===== config.mk =====
export PLATFORM = sky130hd
export DESIGN_NAME = ps2_rx_fifo_wb
export DESIGN_NICKNAME = d
export VERILOG_FILES = /design/src/rtl/ps2_pkg.sv /design/src/rtl/ps2_frame_rx.sv /design/src/rtl/ps2_rx_fifo_wb.sv
export SDC_FILE = /design/constraint.sdc
export NUM_CORES = 1
export LEC_CHECK = 0
export CORE_MARGIN = 1.5
export CORE_UTILIZATION = 50
export DETAILED_ROUTE_END_ITERATION = 8
export DONT_BUFFER_PORTS = 1
export MAX_ROUTING_LAYER = met4
export PLACE_DENSITY_LB_ADDON = 0.12
export SLEW_MARGIN = 40
export SYNTH_ARGS = -nofsm -noshare
export SYNTH_HDL_FRONTEND = slang
export SYNTH_SLANG_ARGS = --single-unit

===== constraint.sdc =====
create_clock -name clk -period 5 [get_ports clk]
set_clock_uncertainty 0.05 [all_clocks]
set_input_delay 1 -clock clk [delete_from_list [all_inputs] [get_ports clk]]
set_output_delay 1 -clock clk [all_outputs]
set_load 0.02 [all_outputs]

===== src/rtl/ps2_pkg.sv =====
// Shared definitions for the PS/2 receive FIFO with Wishbone slave:
// register offsets, CTRL bit positions, empty-read code and receiver states.
package ps2_pkg;

  localparam logic [1:0] REG_DATA = 2'd0;
  localparam logic [1:0] REG_STAT = 2'd1;
  localparam logic [1:0] REG_HIST = 2'd2;
  localparam logic [1:0] REG_CTRL = 2'd3;

  localparam int unsigned CTRL_FLUSH  = 0;
  localparam int unsigned CTRL_CLR    = 1;
  localparam int unsigned CTRL_IRQ_EN = 2;

  localparam logic [7:0] EMPTY_CODE = 8'hAA;

  typedef enum logic [1:0] {
    RX_IDLE,
    RX_DATA,
    RX_PARITY,
    RX_STOP
  } rx_state_e;

endpackage


===== src/rtl/ps2_frame_rx.sv =====
// PS/2 frame receiver: input synchroniser, falling-edge detect, frame FSM
// with odd-parity/stop checks and an inter-edge watchdog.
module ps2_frame_rx
  import ps2_pkg::*;
#(
  parameter int unsigned SYNC_STAGES = 2,
  parameter logic [15:0] TIMEOUT     = 16'd20000
) (
  input  logic       clk_i,
  input  logic       rst_i,
  input  logic       ps2_clk_i,
  input  logic       ps2_data_i,
  output logic [7:0] byte_o,
  output logic       valid_o,
  output logic       par_err_o,
  output logic       frame_err_o
);

  logic [SYNC_STAGES-1:0] clk_sync_q, data_sync_q;
  logic                   clk_prev_q;
  rx_state_e              state_q, state_d;
  logic [2:0]             bit_cnt_q, bit_cnt_d;
  logic [7:0]             shift_q, shift_d;
  logic                   par_q, par_d;
  logic [15:0]            wd_q, wd_d;
  logic                   clk_s, data_s, fall;

  // Synchronisers reset to the idle-high line level so reset never fakes an edge.
  always_ff @(posedge clk_i or posedge rst_i) begin
    if (rst_i) begin
      clk_sync_q  <= '1;
      data_sync_q <= '1;
      clk_prev_q  <= 1'b1;
    end else begin
      clk_sync_q  <= {clk_sync_q[SYNC_STAGES-2:0], ps2_clk_i};
      data_sync_q <= {data_sync_q[SYNC_STAGES-2:0], ps2_data_i};
      clk_prev_q  <= clk_s;
    end
  end

  assign clk_s  = clk_sync_q[SYNC_STAGES-1];
  assign data_s = data_sync_q[SYNC_STAGES-1];
  assign fall   = clk_prev_q & ~clk_s;

  always_ff @(posedge clk_i or posedge rst_i) begin
    if (rst_i) begin
      state_q   <= RX_IDLE;
      bit_cnt_q <= '0;
      shift_q   <= '0;
      par_q     <= 1'b0;
      wd_q      <= '0;
    end else begin
      state_q   <= state_d;
      bit_cnt_q <= bit_cnt_d;
      shift_q   <= shift_d;
      par_q     <= par_d;
      wd_q      <= wd_d;
    end
  end

  always_comb begin
    state_d     = state_q;
    bit_cnt_d   = bit_cnt_q;
    shift_d     = shift_q;
    par_d       = par_q;
    wd_d        = '0;
    valid_o     = 1'b0;
    par_err_o   = 1'b0;
    frame_err_o = 1'b0;

    if (!fall && state_q != RX_IDLE) wd_d = wd_q + 16'd1;

    if (!fall && state_q != RX_IDLE && wd_q == TIMEOUT) begin
      state_d     = RX_IDLE;
      frame_err_o = 1'b1;
    end else if (fall) begin
      case (state_q)
        RX_IDLE: begin
          if (!data_s) begin
            state_d   = RX_DATA;
            bit_cnt_d = '0;
          end else begin
            frame_err_o = 1'b1;
          end
        end
        RX_DATA: begin
          shift_d   = {data_s, shift_q[7:1]};
          bit_cnt_d = bit_cnt_q + 3'd1;
          if (bit_cnt_q == 3'd7) state_d = RX_PARITY;
        end
        RX_PARITY: begin
          par_d   = data_s;
          state_d = RX_STOP;
        end
        RX_STOP: begin
          state_d = RX_IDLE;
          if (!data_s)                 frame_err_o = 1'b1;
          else if (^{shift_q, par_q})  valid_o     = 1'b1;
          else                         par_err_o   = 1'b1;
        end
        default: state_d = RX_IDLE;
      endcase
    end
  end

  assign byte_o = shift_q;

endmodule


===== src/rtl/ps2_rx_fifo_wb.sv =====
// PS/2 keyboard port: frame receiver, receive FIFO and registered Wishbone slave.
// Define PS2_IRQ_EN to add the registered irq output.
module ps2_rx_fifo_wb
  import ps2_pkg::*;
#(
  parameter int unsigned FIFO_AW     = 4,
  parameter int unsigned HIST_BYTES  = 4,
  parameter int unsigned SYNC_STAGES = 2,
  parameter logic [15:0] TIMEOUT     = 16'd20000
) (
  input  logic                    clk,
  input  logic                    rst,
  input  logic                    PS2_clk,
  input  logic                    PS2_Data,
  input  logic [31:0]             dat_i,
  input  logic [31:0]             adr_i,
  input  logic                    we_i,
  input  logic                    stb_i,
  output logic [31:0]             dat_o,
  output logic                    ack_o,
`ifdef PS2_IRQ_EN
  output logic                    irq,
`endif
  output logic                    ps2_ready,
  output logic [7:0]              key,
  output logic [8*HIST_BYTES-1:0] key_d
);

  localparam int unsigned DEPTH = 2 ** FIFO_AW;
  localparam int unsigned CW    = FIFO_AW + 1;
  localparam int unsigned HW    = 8 * HIST_BYTES;

  logic [7:0]         rx_byte;
  logic               rx_valid, rx_perr, rx_ferr;
  logic [7:0]         mem_q [DEPTH];
  logic [FIFO_AW-1:0] wr_ptr_q, wr_ptr_d, rd_ptr_q, rd_ptr_d;
  logic [CW-1:0]      count_q, count_d;
  logic               ovf_q, ovf_d, perr_q, perr_d, ferr_q, ferr_d;
  logic               irq_en_q, irq_en_d, ack_q;
  logic [31:0]        dat_q, dat_d;
  logic [HW-1:0]      key_d_q, key_d_d;
  logic [HW+7:0]      hist_shift;
  logic [7:0]         head, cnt8;
  logic               empty, full, txn, rd, wr, pop, flush, clr, push_ok;
  logic               unused_ok;

  ps2_frame_rx #(
    .SYNC_STAGES(SYNC_STAGES),
    .TIMEOUT    (TIMEOUT)
  ) u_rx (
    .clk_i      (clk),
    .rst_i      (rst),
    .ps2_clk_i  (PS2_clk),
    .ps2_data_i (PS2_Data),
    .byte_o     (rx_byte),
    .valid_o    (rx_valid),
    .par_err_o  (rx_perr),
    .frame_err_o(rx_ferr)
  );

  assign empty = (count_q == '0);
  assign full  = (count_q == CW'(DEPTH));
  assign head  = mem_q[rd_ptr_q];
  assign txn   = stb_i & ~ack_q;
  assign rd    = txn & ~we_i;
  assign wr    = txn & we_i;
  assign pop   = rd & (adr_i[3:2] == REG_DATA) & ~empty;
  assign flush = wr & (adr_i[3:2] == REG_CTRL) & dat_i[CTRL_FLUSH];
  assign clr   = wr & (adr_i[3:2] == REG_CTRL) & dat_i[CTRL_CLR];
  // A pop frees the slot a same-cycle push into a full FIFO needs.
  assign push_ok    = rx_valid & ~flush & (~full | pop);
  assign hist_shift = {key_d_q, head};
  assign cnt8       = 8'(count_q);
  assign unused_ok  = ^{adr_i[31:4], adr_i[1:0], dat_i[31:3]};

  always_comb begin
    wr_ptr_d = wr_ptr_q;
    rd_ptr_d = rd_ptr_q;
    count_d  = count_q;
    key_d_d  = key_d_q;
    irq_en_d = irq_en_q;
    dat_d    = dat_q;

    if (flush) begin
      wr_ptr_d = '0;
      rd_ptr_d = '0;
      count_d  = '0;
    end else begin
      if (push_ok) wr_ptr_d = wr_ptr_q + FIFO_AW'(1);
      if (pop)     rd_ptr_d = rd_ptr_q + FIFO_AW'(1);
      if (push_ok && !pop)      count_d = count_q + CW'(1);
      else if (!push_ok && pop) count_d = count_q - CW'(1);
    end

    if (pop) key_d_d = hist_shift[HW-1:0];

    ovf_d  = clr ? 1'b0 : (ovf_q | (rx_valid & ~flush & full & ~pop));
    perr_d = clr ? 1'b0 : (perr_q | rx_perr);
    ferr_d = clr ? 1'b0 : (ferr_q | rx_ferr);

    if (wr && adr_i[3:2] == REG_CTRL) irq_en_d = dat_i[CTRL_IRQ_EN];

    if (rd) begin
      case (adr_i[3:2])
        REG_DATA: dat_d = empty ? {24'h0, EMPTY_CODE} : {23'h0, 1'b1, head};
        REG_STAT: dat_d = {8'h0, cnt8, 12'h0, irq_en_q, ferr_q, perr_q, ovf_q};
        REG_HIST: dat_d = 32'(key_d_q);
        default:  dat_d = {29'h0, irq_en_q, 2'b00};
      endcase
    end else if (wr) begin
      dat_d = '0;
    end
  end

  always_ff @(posedge clk) begin
    if (push_ok) mem_q[wr_ptr_q] <= rx_byte;
  end

  always_ff @(posedge clk or posedge rst) begin
    if (rst) begin
      wr_ptr_q <= '0;
      rd_ptr_q <= '0;
      count_q  <= '0;
      ovf_q    <= 1'b0;
      perr_q   <= 1'b0;
      ferr_q   <= 1'b0;
      irq_en_q <= 1'b0;
      ack_q    <= 1'b0;
      dat_q    <= '0;
      key_d_q  <= '0;
    end else begin
      wr_ptr_q <= wr_ptr_d;
      rd_ptr_q <= rd_ptr_d;
      count_q  <= count_d;
      ovf_q    <= ovf_d;
      perr_q   <= perr_d;
      ferr_q   <= ferr_d;
      irq_en_q <= irq_en_d;
      ack_q    <= stb_i & ~ack_q;
      dat_q    <= dat_d;
      key_d_q  <= key_d_d;
    end
  end

`ifdef PS2_IRQ_EN
  logic irq_q;
  always_ff @(posedge clk or posedge rst) begin
    if (rst) irq_q <= 1'b0;
    else     irq_q <= irq_en_q & (~empty | ovf_q | perr_q | ferr_q);
  end
  assign irq = irq_q;
`endif

  assign dat_o     = dat_q;
  assign ack_o     = ack_q;
  assign ps2_ready = ~empty;
  assign key       = empty ? EMPTY_CODE : head;
  assign key_d     = key_d_q;

endmodule


# After elaboration in Yosys (flattened, before gate mapping)
# Memories as Yosys holds them, arrays and structs flattened.
# Cells that the tools add are included.
[classes] addsub=6 eq_ne=12 n_mux=40 bitwise_logic=25 n_reduce_logical=23
[op_table] op="$pmux W32 S3" n=1
[op_table] op="$mux W32" n=2
[op_table] op="$mux W1" n=19
[op_table] op="$add A16 B1 Y16 const B" n=1
[op_table] op="$eq A16 B15 Y1 const B" n=1
[op_table] op="$mux W16" n=1
[op_table] op="$mux W4" n=4
[op_table] op="$mux W5" n=3
[op_table] op="$and A1 B1 Y1" n=13
[op_table] op="$reduce_bool A2 Y1" n=6
[op_table] op="$mux W9" n=1
[op_table] op="$reduce_and A3 Y1" n=3
[op_table] op="$reduce_xor A9 Y1" n=1
[op_table] op="$add A4 B1 Y4 const B" n=2
[op_table] op="$eq A2 B2 Y1 const B" n=4
[op_table] op="$mux W2" n=4
[op_table] op="$mux W8" n=1
[op_table] op="$not A1 Y1" n=8
[op_table] op="$pmux W2 S4" n=1
[op_table] op="$pmux W3 S2" n=1
[op_table] op="$add A5 B1 Y5 const B" n=1
[op_table] op="$eq A5 B5 Y1 const B" n=1
[op_table] op="$logic_and A1 B1 Y1" n=5
[op_table] op="$logic_not A5 Y1" n=1
[op_table] op="other kinds (14)" n=21
[totals] ff_bits=117 mem_bits_rw=128 input_bits=70 elab_cells=125 n_memories=1
[mem_list] memory="mem_q" words=16 width=8 rd=1 rd_clocked_by_memory_dff=0 write_ports=1 line_no="ps2_rx_fifo_wb.sv:35" rtl="logic [7:0] mem_q [DEPTH];"

# Depth between registers and ports, before layout
# Gate-level depths: netlist of the first run.
[depth] depth_word=13 mapped_depth=13 depth_no_buf=11

# Cells and area by module
# A second synthesis of the first run with hierarchy kept.
[unflattened] cells_unflattened=666 area_unflattened_um2=10387.5
[modules_own_cells] mod="ps2_rx_fifo_wb" instances=1 cells_per_inst=509 area_each_um2=8642.0 seq_area_each_um2=5895.7
[modules_own_cells] mod="ps2_frame_rx" instances=1 cells_per_inst=157 area_each_um2=1745.4 seq_area_each_um2=882.1

# Worst setup path before layout of the first run
# Ideal clock, no wire load.
[synth_path] kind="in2reg" startpoint="in we_i" endpoint="reg count_q[4]" arrival_ns=3.445 t_required_ns=4.871 setup_slack_ns=1.426 stages=12 n_path_buf=2 path_cell_list="or3b_1 buf_2 or3_1 buf_6 a31oi_4 nand3_4 fa_1 a21o_1 a21oi_1 nand3_1 o21ai_1 mux2i_1"
[synth_via] elab_chain_cells=9
[synth_lines] item="start, declared" line_no="ps2_rx_fifo_wb.sv:17" rtl="input logic we_i,"
[synth_lines] item="$and A1 B1 Y1 / $not A1 Y1 (equally long branches)" line_no="ps2_rx_fifo_wb.sv:66, ps2_rx_fifo_wb.sv:65"
[synth_lines] item="$and A1 B1 Y1, on equally long branches" line_no="ps2_rx_fifo_wb.sv:68, ps2_rx_fifo_wb.sv:65"
[synth_lines] item="$and A1 B1 Y1, on equally long branches" line_no="ps2_rx_fifo_wb.sv:68, ps2_rx_fifo_wb.sv:67"
[synth_lines] item="$not A1 Y1 / $and A1 B1 Y1 (equally long branches)" line_no="ps2_rx_fifo_wb.sv:71, ps2_rx_fifo_wb.sv:67"
[synth_lines] item="$and A1 B1 Y1 / $or A1 B1 Y1 (equally long branches)" line_no="ps2_rx_fifo_wb.sv:71" rtl="assign push_ok = rx_valid & ~flush & (~full | pop);"
[synth_lines] item="$and A1 B1 Y1" line_no="ps2_rx_fifo_wb.sv:71"
[synth_lines] item="$logic_and A1 B1 Y1 / $logic_not A1 Y1 (equally long branches)" line_no="ps2_rx_fifo_wb.sv:91, ps2_rx_fifo_wb.sv:92"
[synth_lines] item="$mux W5 / $logic_and A1 B1 Y1 (equally long branches)" line_no="ps2_rx_fifo_wb.sv:91, ps2_rx_fifo_wb.sv:92"
[synth_lines] item="$mux W5 / $reduce_bool A3 Y1 (equally long branches)"
[synth_lines] item="end signal, assigned" line_no="ps2_rx_fifo_wb.sv:134" rtl="count_q <= count_d;"
[synth_lines] item="end, declared" line_no="ps2_rx_fifo_wb.sv:37" rtl="logic [CW-1:0] count_q, count_d;"
# Parallel ways exist; a longest one is shown, timed or not.
# A chain may end at the register's enable or synchronous reset.

# Final worst setup path of the first run
[layout_path] startpoint="reg rd_ptr_q[0]" endpoint="out key[2]"
[layout_via] elab_chain_cells=2
[layout_lines] item="start, declared" line_no="ps2_rx_fifo_wb.sv:36" rtl="logic [FIFO_AW-1:0] wr_ptr_q, wr_ptr_d, rd_ptr_q, rd_ptr_d;"
[layout_lines] item="start signal, assigned" line_no="ps2_rx_fifo_wb.sv:133" rtl="rd_ptr_q <= rd_ptr_d;"
[layout_lines] item="$mem_v2 Z16 W8"
[layout_lines] item="$mux W8" line_no="ps2_rx_fifo_wb.sv:157" rtl="assign key = empty ? EMPTY_CODE : head;"
[layout_lines] item="end, declared" line_no="ps2_rx_fifo_wb.sv:25" rtl="output logic [7:0] key,"
# No other way between the ends.

==> results of run 1 <==
metal layers:
metal,wire length [um],vias up
li1,-,2667
met1,9140,2968
met2,10200,162
met3,1070,26
met4,373,0
met5,0,-
metrics by stage:
stage / power [mW] / utilization / cells
3_5_place_dp: 4.14 / 0.522 / 981
3_3_place_gp: 4.08 / 0.522 / 981
2_1_floorplan: 3.76 / - / 735
6_report: 5.90 / 0.563 / 1029
4_1_cts: 5.95 / 0.563 / 1029
5_1_grt: 6.19 / 0.563 / 1029
worst min path at each step:
stage | end | slack, ns
after floorplan | u_rx.clk_sync_q[1]$_DFF_PP1_ | 0.30
after global placement | u_rx.data_sync_q[1]$_DFF_PP1_ | 0.30
after detailed placement | u_rx.clk_sync_q[1]$_DFF_PP1_ | 0.30
after CTS | u_rx.clk_sync_q[1]$_DFF_PP1_ | 0.31
after global routing | u_rx.data_sync_q[1]$_DFF_PP1_ | 0.31
final | u_rx.data_sync_q[1]$_DFF_PP1_ | 0.31
final cells by class:
cell class | instances | area (sq um) | share of cell area
sequential | 245 | 6780 | 0.597
multi-input combinational | 425 | 3220 | 0.283
clock buffer | 45 | 793 | 0.0698
tap | 270 | 338 | 0.0297
inverter | 29 | 116 | 0.0102
timing repair buffer | 12 | 90.1 | 0.00793
clock inverter | 3 | 26.3 | 0.00231
power by group:
part	total [mW]	switching (mW)	leakage [nW]	internal [mW]
Sequential	2.91	0.490	2.70	2.42
Clock	1.80	0.731	0.399	1.07
Combinational	1.18	0.653	1.42	0.529
worst max-delay path: stages (launching register included):
cell	delay [ns]
dfrtp_2	0.63
buf_4	0.31
mux4_2	0.56
mux2_2	0.27
o21ai_0	0.39
nor2_1	0.25
placed cells by master, fill, tap and decap left out, drive strengths merged, types with 8 or more instances in the layout:
| master | count |
|---|---|
| nand2 | 143 |
| edfxtp | 128 |
| dfrtp | 112 |
| clkbuf | 45 |
| nor2 | 39 |
| mux4 | 38 |
| inv | 29 |
| a22o | 20 |
| o21ai | 20 |
| ha | 17 |
| a21oi | 16 |
| xnor2 | 14 |
| nand3 | 13 |
| buf | 12 |
| and2 | 12 |
| xor2 | 11 |
| nor4 | 9 |
| mux2i | 8 |
| nor2b | 8 |
kinds of logic after synthesis:
group | share of synthesized area
AOI/OAI and AO/OA | 0.0559
xor gates and xnor gates | 0.0259
adders and majority gates | 0.0227
buffers and inverters | 0.0260
DFF | 0.661
muxes | 0.0957
and+or+nand+nor | 0.113
registers in the layout (all words and copies together), names as in the netlist, 3 cells and up:
register / count
count_q: 5
dat_o: 32
key_d: 32
mem_q: 128
rd_ptr_q: 4
u_rx.bit_cnt_q: 3
u_rx.byte_o: 8
u_rx.wd_q: 16
wr_ptr_q: 4
==> results.py, run 1 <==
metrics = {
    "placed_design": {
        "placed_area_sq_mm": 0.0105,
        "portBuffers": 0,
        "dp_slack_ns": 0.992,
        "gp_congestion": 0.852,
        "hpwl_mm": 13.8,
    },
    "pwr": {
        "powerDensity_mw_per_mm2": 519,
        "ir_drop_mv": 0.312,
        "p_leak_nw": 4.52,
    },
    "synth": {
        "synth_area_leader_cell": "edfxtp_1",
        "synth.most_common_cell": "nand2_1",
        "syn_inst": 735,
        "synth_common_cells": "142 x nand2_1, 128 x edfxtp_1, 112 x dfrtp_1, 38 x mux4_2, 38 x nor2_1",
        "synthTopCellsByArea": "edfxtp_1 37%, dfrtp_1 27%, mux4_2 8.3%, nand2_1 5.2%, ha_1 2.1%",
        "postSynthAreaPerCell_sq_um": 14.0,
        "ys_ff_latch": 245,
        "ys.flop_type": "edfxtp_1",
        "seq_area_frac_synth": 0.661,
        "synth-edff-count": 128,
        "synth_top_area_frac": 0.375,
        "ys_async_sr_fraction": 0.478,
        "yosys_warnings": 0,
        "synth_area_sq_mm": 0.0103,
        "synth_fp_nets": 823,
        "ys_types": 63,
    },
    "floorplanning": {
        "die_width_um": 146,
        "die_area_sq_mm": 0.0214,
        "io_pins": 144,
        "core_sq_mm": 0.0202,
        "fp.dieH_um": 146,
        "rows": 52,
        "start_util": 0.508,
    },
    "finish": {
        "design_area_sq_mm": 0.0114,
        "nFillCells": 1616,
        "drive_gt1_frac": 0.144,
        "fin_nets": 827,
        "diodes": 0,
        "area.growth.synth_to_final_pct": 10.8,
    },
    "worst_hold_path": {
        "whs_path_depth": 0,
        "min_from": "u_rx.data_sync_q[0]$_DFF_PP1_",
        "hp-class": "reg2reg",
    },
    "clocking": {
        "cts_tree": "done",
        "root_buffer": "clkbuf_16",
        "cts_sinks": 245,
        "cts_buffers": 26,
        "clkTransAtPathRegs_ns": 0.06,
        "clk-insertion-delay-late_ns": 0.52,
        "cts_resized": 0,
        "post_cts_buffers": 0,
        "clock_path_buffers": 3,
        "holdBufCountCts": 0,
        "cts_max_level": 1,
    },
    "job": {
        "max_cap_viol_count": 0,
    },
    "grt": {
        "met1_usage": 0.285,
        "grt_pass1_vias": 5822,
        "grt_max_degree": 91,
        "antenna_found_initial": 0,
        "grt_usage": 0.205,
        "grt_pass1_wl_mm": 33.2,
        "busiest_layer": "met2",
        "grt-ovfl-total": 0,
        "met3_usage": 0.0325,
        "use_met2": 0.324,
    },
    "timing": {
        "fin_ws_ns": 1.01,
        "slew_headroom": 0.418,
        "setup_viol": 0,
        "fin_hold_ws_ns": 0.308,
        "clock.fmax_mhz": 250,
        "min_period_ns": 3.99,
        "rsz0062_at_grt": "false",
        "hold_viol": 0,
        "drv_slew": 0,
        "finalSetupTns_ns": 0,
        "worst_pin_slew_ns": 0.869,
        "period_share": 0.799,
    },
    "run_status": {
        "status": "complete, no violations",
    },
    "worst_setup_path": {
        "r2r_slack_ns": 1.46,
        "crit_start": "rd_ptr_q[0]$_DFFE_PP0P_",
        "critPathLaunchType": "register",
        "r2r_cells": 6,
        "crit_fanout": 14,
        "crit-reg2reg-launch": "ack_o$_DFF_PP0_",
        "cp-end-kind": "primary output",
        "cp.arrival_ns": 2.94,
        "endpoint": "key[2]",
        "crit_required_ns": 3.95,
        "critPathKind": "reg2out",
        "reg2reg_to": "mem_q[13][2]$_DFFE_PP_",
    },
    "routing": {
        "first_pass_iters": 5,
        "drtIter0Drc": 467,
        "vias_per_cell": 5.66,
        "via_count": 5823,
        "routed_wl_mm": 20.8,
        "wl_per_cell_um": 20.2,
        "route.detailed.drc": 0,
        "final_antenna_net_count": 0,
    },
}
(Power assumes the default switching activity.)
==> run 2: changes to the inputs <==
--- a/config.mk
+++ b/config.mk
@@ -5,6 +5,7 @@
 export SDC_FILE = /design/constraint.sdc
 export NUM_CORES = 1
 export LEC_CHECK = 0
+export ABC_AREA = 1
 export CORE_MARGIN = 1.5
 export CORE_UTILIZATION = 50
 export DETAILED_ROUTE_END_ITERATION = 8
==> constraint.sdc (replaced) <==
create_clock -name clk -period 3.9 [get_ports clk]
set_clock_uncertainty 0.05 [all_clocks]
set_input_delay 0.78 -clock clk [delete_from_list [all_inputs] [get_ports clk]]
set_output_delay 0.78 -clock clk [all_outputs]
set_load 0.02 [all_outputs]
==> run 2 against run 1 <==
  * Die area rose by 1.6%
  * Design area rose by 4.0%
  * Combinational power rose by 110%
  * Clock-buffer cell count fell by 9
  * Worst hold slack got worse by 0.29 ns
  * Via count rose by 20%
  * Core utilization rose by 1.7 points
  * Sequential cell count did not move
  * Worst setup slack got worse by 0.41 ns
  * Largest power group unchanged
==> results.py, run 2 <==
metrics = {
    "clocking": {
        "holdBufCountCts": 0,
        "cts_max_level": 1,
        "post_cts_buffers": 0,
        "clock_path_buffers": 3,
        "cts_sinks": 245,
        "cts_resized": 0,
        "root_buffer": "clkbuf_16",
        "clkTransAtPathRegs_ns": 0.06,
        "cts_buffers": 26,
        "cts_tree": "done",
        "clk-insertion-delay-late_ns": 0.52,
    },
    "timing": {
        "drv_slew": 0,
        "fin_hold_ws_ns": 0.0205,
        "slew_headroom": 0.539,
        "setup_viol": 0,
        "finalSetupTns_ns": 0,
        "clock.fmax_mhz": 303,
        "worst_pin_slew_ns": 0.692,
        "hold_viol": 0,
        "period_share": 0.847,
        "rsz0062_at_grt": "false",
        "min_period_ns": 3.30,
    },
    "routing": {
        "via_count": 7016,
        "route.detailed.drc": 0,
        "wl_per_cell_um": 18.0,
        "drtIter0Drc": 709,
        "final_antenna_net_count": 0,
        "routed_wl_mm": 23.3,
        "vias_per_cell": 5.42,
        "first_pass_iters": 5,
    },
    "job": {
        "max_cap_viol_count": 0,
    },
    "synth": {
        "ys_async_sr_fraction": 0.478,
        "synth_area_sq_mm": 0.0104,
        "synthTopCellsByArea": "edfxtp_1 37%, dfrtp_1 27%, o21ai_0 6.3%, nand2_1 5.5%, nor2_1 4.7%",
        "synth_common_cells": "153 x nand2_1, 132 x o21ai_0, 130 x nor2_1, 128 x edfxtp_1, 112 x dfrtp_1",
        "ys_types": 45,
        "synth_fp_nets": 1060,
        "synth.most_common_cell": "nand2_1",
        "yosys_warnings": 0,
        "syn_inst": 972,
        "synth-edff-count": 128,
        "synth_top_area_frac": 0.369,
        "synth_area_leader_cell": "edfxtp_1",
        "postSynthAreaPerCell_sq_um": 10.7,
        "seq_area_frac_synth": 0.651,
        "ys_ff_latch": 245,
        "ys.flop_type": "edfxtp_1",
    },
    "worst_setup_path": {
        "worstPathCellList": "inv_1, buf_4, o21ai_0, o221ai_1, nand3_1, a21oi_1, buf_4",
        "crit_top_cell": "buf_4",
        "crit_fanout": 14,
        "slowest_stage": "dfrtp_1",
        "cp.arrival_ns": 2.47,
        "crit-reg2reg-launch": "u_rx.byte_o[6]$_DFFE_PP0P_",
        "critPathTopFamily": "buffers and inverters",
        "critical_path_buf_inv_count": 3,
        "endpoint": "key[2]",
        "crit_cells": 7,
        "max_stage_delay_ns": 0.38,
        "critPathKind": "reg2out",
        "r2r_slack_ns": 0.96,
        "crit_required_ns": 3.07,
        "cp-end-kind": "primary output",
        "r2r_cells": 17,
        "crit_start": "rd_ptr_q[1]$_DFFE_PP0P_",
        "critPathLaunchType": "register",
        "reg2reg_to": "count_q[4]$_DFFE_PP0P_",
    },
    "finish": {
        "multi_input_area_sq_mm": 0.00315,
        "largest_reg_flops": 128,
        "final_cell_mix": "153 x nand2_1, 132 x o21ai_0, 130 x nor2_1",
        "layout_commonest_cell": "nand2_1",
        "seqCellArea_sq_mm": 0.00678,
        "largest_register": "mem_q",
        "drive_gt1_frac": 0.104,
        "fin_nets": 1092,
        "nFillCells": 1709,
        "area.growth.synth_to_final_pct": 13.5,
        "diodes": 0,
    },
    "placed_design": {
        "hpwl_mm": 15.1,
        "portBuffers": 0,
        "gp_congestion": 0.791,
    },
    "pwr": {
        "p_leak_nw": 4.81,
        "switching_power_mw": 3.34,
        "internal_power_mw": 5.50,
        "pwr-share-clk": 0.280,
        "switching_share": 0.378,
        "power_frac_seq": 0.434,
        "ir_drop_mv": 0.405,
        "powerDensity_mw_per_mm2": 748,
        "p_comb_frac": 0.286,
    },
    "grt": {
        "antenna_found_initial": 0,
        "grt_pass1_vias": 6719,
        "grt_usage": 0.227,
        "grt-ovfl-total": 0,
        "grt_max_degree": 72,
        "grt_pass1_wl_mm": 37.3,
    },
    "floorplanning": {
        "die_width_um": 147,
        "fp.dieH_um": 147,
        "core_sq_mm": 0.0204,
        "die_area_sq_mm": 0.0217,
        "rows": 52,
        "io_pins": 144,
        "start_util": 0.511,
    },
    "run_status": {
        "status": "complete, no violations",
    },
    "worst_hold_path": {
        "hp-class": "in2async",
    },
}
-- run 2: changes by cell type after synthesis, sizes merged, moves of 21 or more --
cell    previous run  this run
o21ai             20       132
nor2              39       133
inv               29        82
mux4              38         0
nand3             13        41
o211ai             1        22
-- run 2: power by group through the flow --
stage / Combinational [mW] / Sequential [mW] / Clock (mW)
detailed placement: 2.53 / 3.90 / 0
CTS: 2.54 / 3.85 / 2.52
finish: 2.53 / 3.84 / 2.47
floorplan: 1.69 / 3.78 / 0
global placement: 2.49 / 3.89 / 0
global route: 2.87 / 3.90 / 2.60
-- run 2: final cells by class --
type	instances	share of cell area
Sequential cell	245	0.573
Clock inverter	12	0.0108
Inverter	86	0.0276
Multi-Input combinational cell	603	0.267
Tap cell	270	0.0286
Clock buffer	36	0.0626
Timing Repair Buffer	42	0.0305
-- run 2: cells by family after synthesis --
group                    Yosys count  share of synthesized area
AO/OA/AOI/OAI                    220                      0.125
XOR/XNOR                           6                    0.00505
adder cells (fa/ha/maj)           18                     0.0223
buffers and inverters            124                     0.0467
flip-flops                       245                      0.651
multiplexers                       1                    0.00108
AND/OR/NAND/NOR                  358                      0.149
-- run 2: worst min-delay path by stage --
| stage | from | endpoint | slack [ns] | cells past startpoint |
|---|---|---|---|---|
| 6_report | rst | ferr_q$_DFF_PP0_ | 0.02 | 1 |
| 5_1_grt | rst | u_rx.wd_q[8]$_DFF_PP0_ | 0.02 | 1 |
| 4_1_cts | rst | u_rx.wd_q[8]$_DFF_PP0_ | 0.006 | 1 |
| 3_5_place_dp | u_rx.data_sync_q[0]$_DFF_PP1_ | u_rx.data_sync_q[1]$_DFF_PP1_ | 0.30 | 0 |
| 3_3_place_gp | u_rx.clk_sync_q[0]$_DFF_PP1_ | u_rx.clk_sync_q[1]$_DFF_PP1_ | 0.30 | 0 |
| 2_1_floorplan | u_rx.clk_sync_q[0]$_DFF_PP1_ | u_rx.clk_sync_q[1]$_DFF_PP1_ | 0.30 | 0 |
-- run 2: metal layers --
metal | vias to the layer above | track usage | share of wire
li1 | 3436 | - | -
met1 | 3360 | 0.310 | 0.45
met4 | 0 | 0.0500 | 0.019
met5 | - | - | 0
met2 | 180 | 0.357 | 0.47
met3 | 40 | 0.0432 | 0.061
-- run 2: per-stage QoR --
stage               cells  power [mW]  setup slack [ns]   util  instance area (sq um)
detailed placement   1246        6.42             0.921  0.538                  11000
global route         1294        9.36             0.460  0.580                  11800
finish               1294        8.84             0.596  0.580                  11800
global placement     1244        6.38             0.955  0.536                  10900
floorplan             972        5.47              1.15      -                  10400
CTS                  1294        8.91             0.578  0.580                  11800
==> run 3: changes to the inputs <==
==> constraint.sdc (replaced) <==
create_clock -name clk -period 3.24 [get_ports clk]
set_clock_uncertainty 0.05 [all_clocks]
set_input_delay 0.648 -clock clk [delete_from_list [all_inputs] [get_ports clk]]
set_output_delay 0.648 -clock clk [all_outputs]
set_load 0.02 [all_outputs]
==> run 3 against run 2 <==
  * Critical path depth unchanged
  * Combinational power up 31%
  * Routed wire length up 1.9%
  * Sequential power up 18%
  * Design area up 0.88%
  * Global-route usage up 0.27 points
  * Worst setup slack worse by 0.47 ns
  * Via count up 1.9%
  * Die area unchanged
  * Highest routed layer unchanged
==> results.py, run 3 (synthesis results as in run 2) <==
metrics = {
    "run_status": {
        "status": "complete, no violations",
    },
    "worst_setup_path": {
        "max_stage_delay_ns": 0.44,
        "critical_path_buf_inv_count": 3,
        "critPathKind": "reg2out",
        "crit_fanout": 29,
        "critPathLaunchType": "register",
        "crit_required_ns": 2.54,
        "slowest_stage": "dfrtp_1",
        "cp.arrival_ns": 2.42,
        "critPathTopFamily": "compound AO/OA/AOI/OAI gates",
        "cp-end-kind": "primary output",
        "r2r_cells": 16,
        "crit_cells": 7,
        "worstPathCellList": "clkinvlp_4, buf_12, o21ai_0, o221ai_1, nand3_1, a21oi_1, buf_4",
    },
    "worst_hold_path": {
        "whs_path_depth": 0,
        "hp-class": "in2reg",
    },
    "routing": {
        "first_pass_iters": 5,
        "routed_wl_mm": 23.7,
        "via_count": 7152,
        "wl_per_cell_um": 18.2,
        "final_antenna_net_count": 0,
        "route.detailed.drc": 0,
        "vias_per_cell": 5.48,
        "drtIter0Drc": 523,
    },
    "grt": {
        "grt_pass1_vias": 6871,
        "grt_max_degree": 68,
        "grt_usage": 0.230,
        "antenna_found_initial": 0,
        "grt_pass1_wl_mm": 37.7,
        "grt-ovfl-total": 0,
    },
    "pwr": {
        "ir_drop_mv": 0.473,
        "power_mw": 10.7,
        "powerDensity_mw_per_mm2": 901,
        "p_leak_nw": 4.87,
    },
    "finish": {
        "layout_commonest_cell": "nand2_1",
        "final_cell_mix": "153 x nand2_1, 132 x o21ai_0, 130 x nor2_1",
        "largest_reg_flops": 128,
        "diodes": 0,
        "largest_register": "mem_q",
        "fin_nets": 1104,
        "drive_gt1_frac": 0.119,
        "area.growth.synth_to_final_pct": 14.5,
        "nFillCells": 1731,
    },
    "job": {
        "max_cap_viol_count": 0,
    },
    "timing": {
        "rsz0062_at_grt": "false",
        "drv_slew": 0,
        "setup_viol": 0,
        "min_period_ns": 3.11,
        "hold_viol": 0,
        "period_share": 0.961,
        "fin_hold_ws_ns": 0.0726,
        "finalSetupTns_ns": 0,
        "clock.fmax_mhz": 321,
        "worst_pin_slew_ns": 0.710,
        "slew_headroom": 0.526,
    },
    "placed_design": {
        "portBuffers": 0,
        "hpwl_mm": 15.5,
        "gp_congestion": 0.811,
    },
    "floorplanning": {
        "start_util": 0.511,
        "die_width_um": 147,
        "fp.dieH_um": 147,
        "rows": 52,
        "core_sq_mm": 0.0204,
        "die_area_sq_mm": 0.0217,
        "io_pins": 144,
    },
    "clocking": {
        "root_buffer": "clkbuf_16",
        "clkTransAtPathRegs_ns": 0.06,
        "cts_tree": "done",
        "cts_max_level": 1,
        "clk-insertion-delay-late_ns": 0.52,
        "clock_path_buffers": 3,
        "cts_buffers": 26,
        "cts_sinks": 245,
    },
}
run 3: path summary, 6_finish.rpt:
check	slack, ns	to	startpoint
setup / recovery	0.13	key[2]	rd_ptr_q[0]$_DFFE_PP0P_
hold / removal	0.07	u_rx.data_sync_q[0]$_DFF_PP1_	PS2_Data
hold reg to reg	0.31	u_rx.data_sync_q[1]$_DFF_PP1_	u_rx.data_sync_q[0]$_DFF_PP1_
min in group asynchronous	0.55	u_rx.wd_q[9]$_DFF_PP0_	rst
max in group asynchronous	1.94	dat_o[4]$_DFFE_PP0P_	rst
setup reg to reg	0.46	count_q[4]$_DFFE_PP0P_	u_rx.clk_prev_q$_DFF_PP1_
run 3: what timing repair did:
item,CTS,global route
resized for setup,4,3
setup endpoints to repair,7,8
buffers inserted,0,5
hold endpoints to repair,12,0
hold buffers,1,0
run 3: layout make-up:
cell class              instances  area [sq um]  area share
well taps                     270           338      0.0283
clock inverters                 8          62.6     0.00525
inverters                      86           330      0.0277
multi-input cells             603          3160       0.265
repair buffers                 54           470      0.0395
clock buffers                  40           785      0.0658
flip-flops and latches        245          6780       0.568
run 3: power by group:
group,internal [mW],total [mW],switching [mW]
Combinational,1.07,3.31,2.24
Sequential,3.86,4.54,0.678
Clock,1.74,2.89,1.16
run 3: metrics by stage:
stage | cell area [sq um] | setup slack [ns] | utilization | instances
after global placement | 11000 | 0.420 | 0.539 | 1251
after CTS | 11900 | 0.0277 | 0.583 | 1301
after floorplan | 10400 | 0.621 | - | 972
final | 11900 | 0.126 | 0.586 | 1306
after global routing | 11900 | 0.0340 | 0.586 | 1306
after detailed placement | 11000 | 0.403 | 0.540 | 1252
run 3: worst reg2reg max path, stage by stage, from the launching register on:
cell	delay, ns
dfstp_2	0.51
inv_1	0.03
nor2_1	0.21
inv_1	0.13
nor2_1	0.23
nand2_4	0.08
nor2_4	0.14
nand3_2	0.20
ha_1	0.38
a21oi_1	0.17
nand2_1	0.08
xor2_1	0.17
inv_1	0.05
nand4_1	0.08
nand2_1	0.06
nand2_1	0.06
nand2_1	0.04
run 3: per-layer routing:
metal	global-route usage	wire length [um]
met2	0.358	10900
met3	0.0460	1470
met5	-	0
met4	0.0750	655
met1	0.304	10700
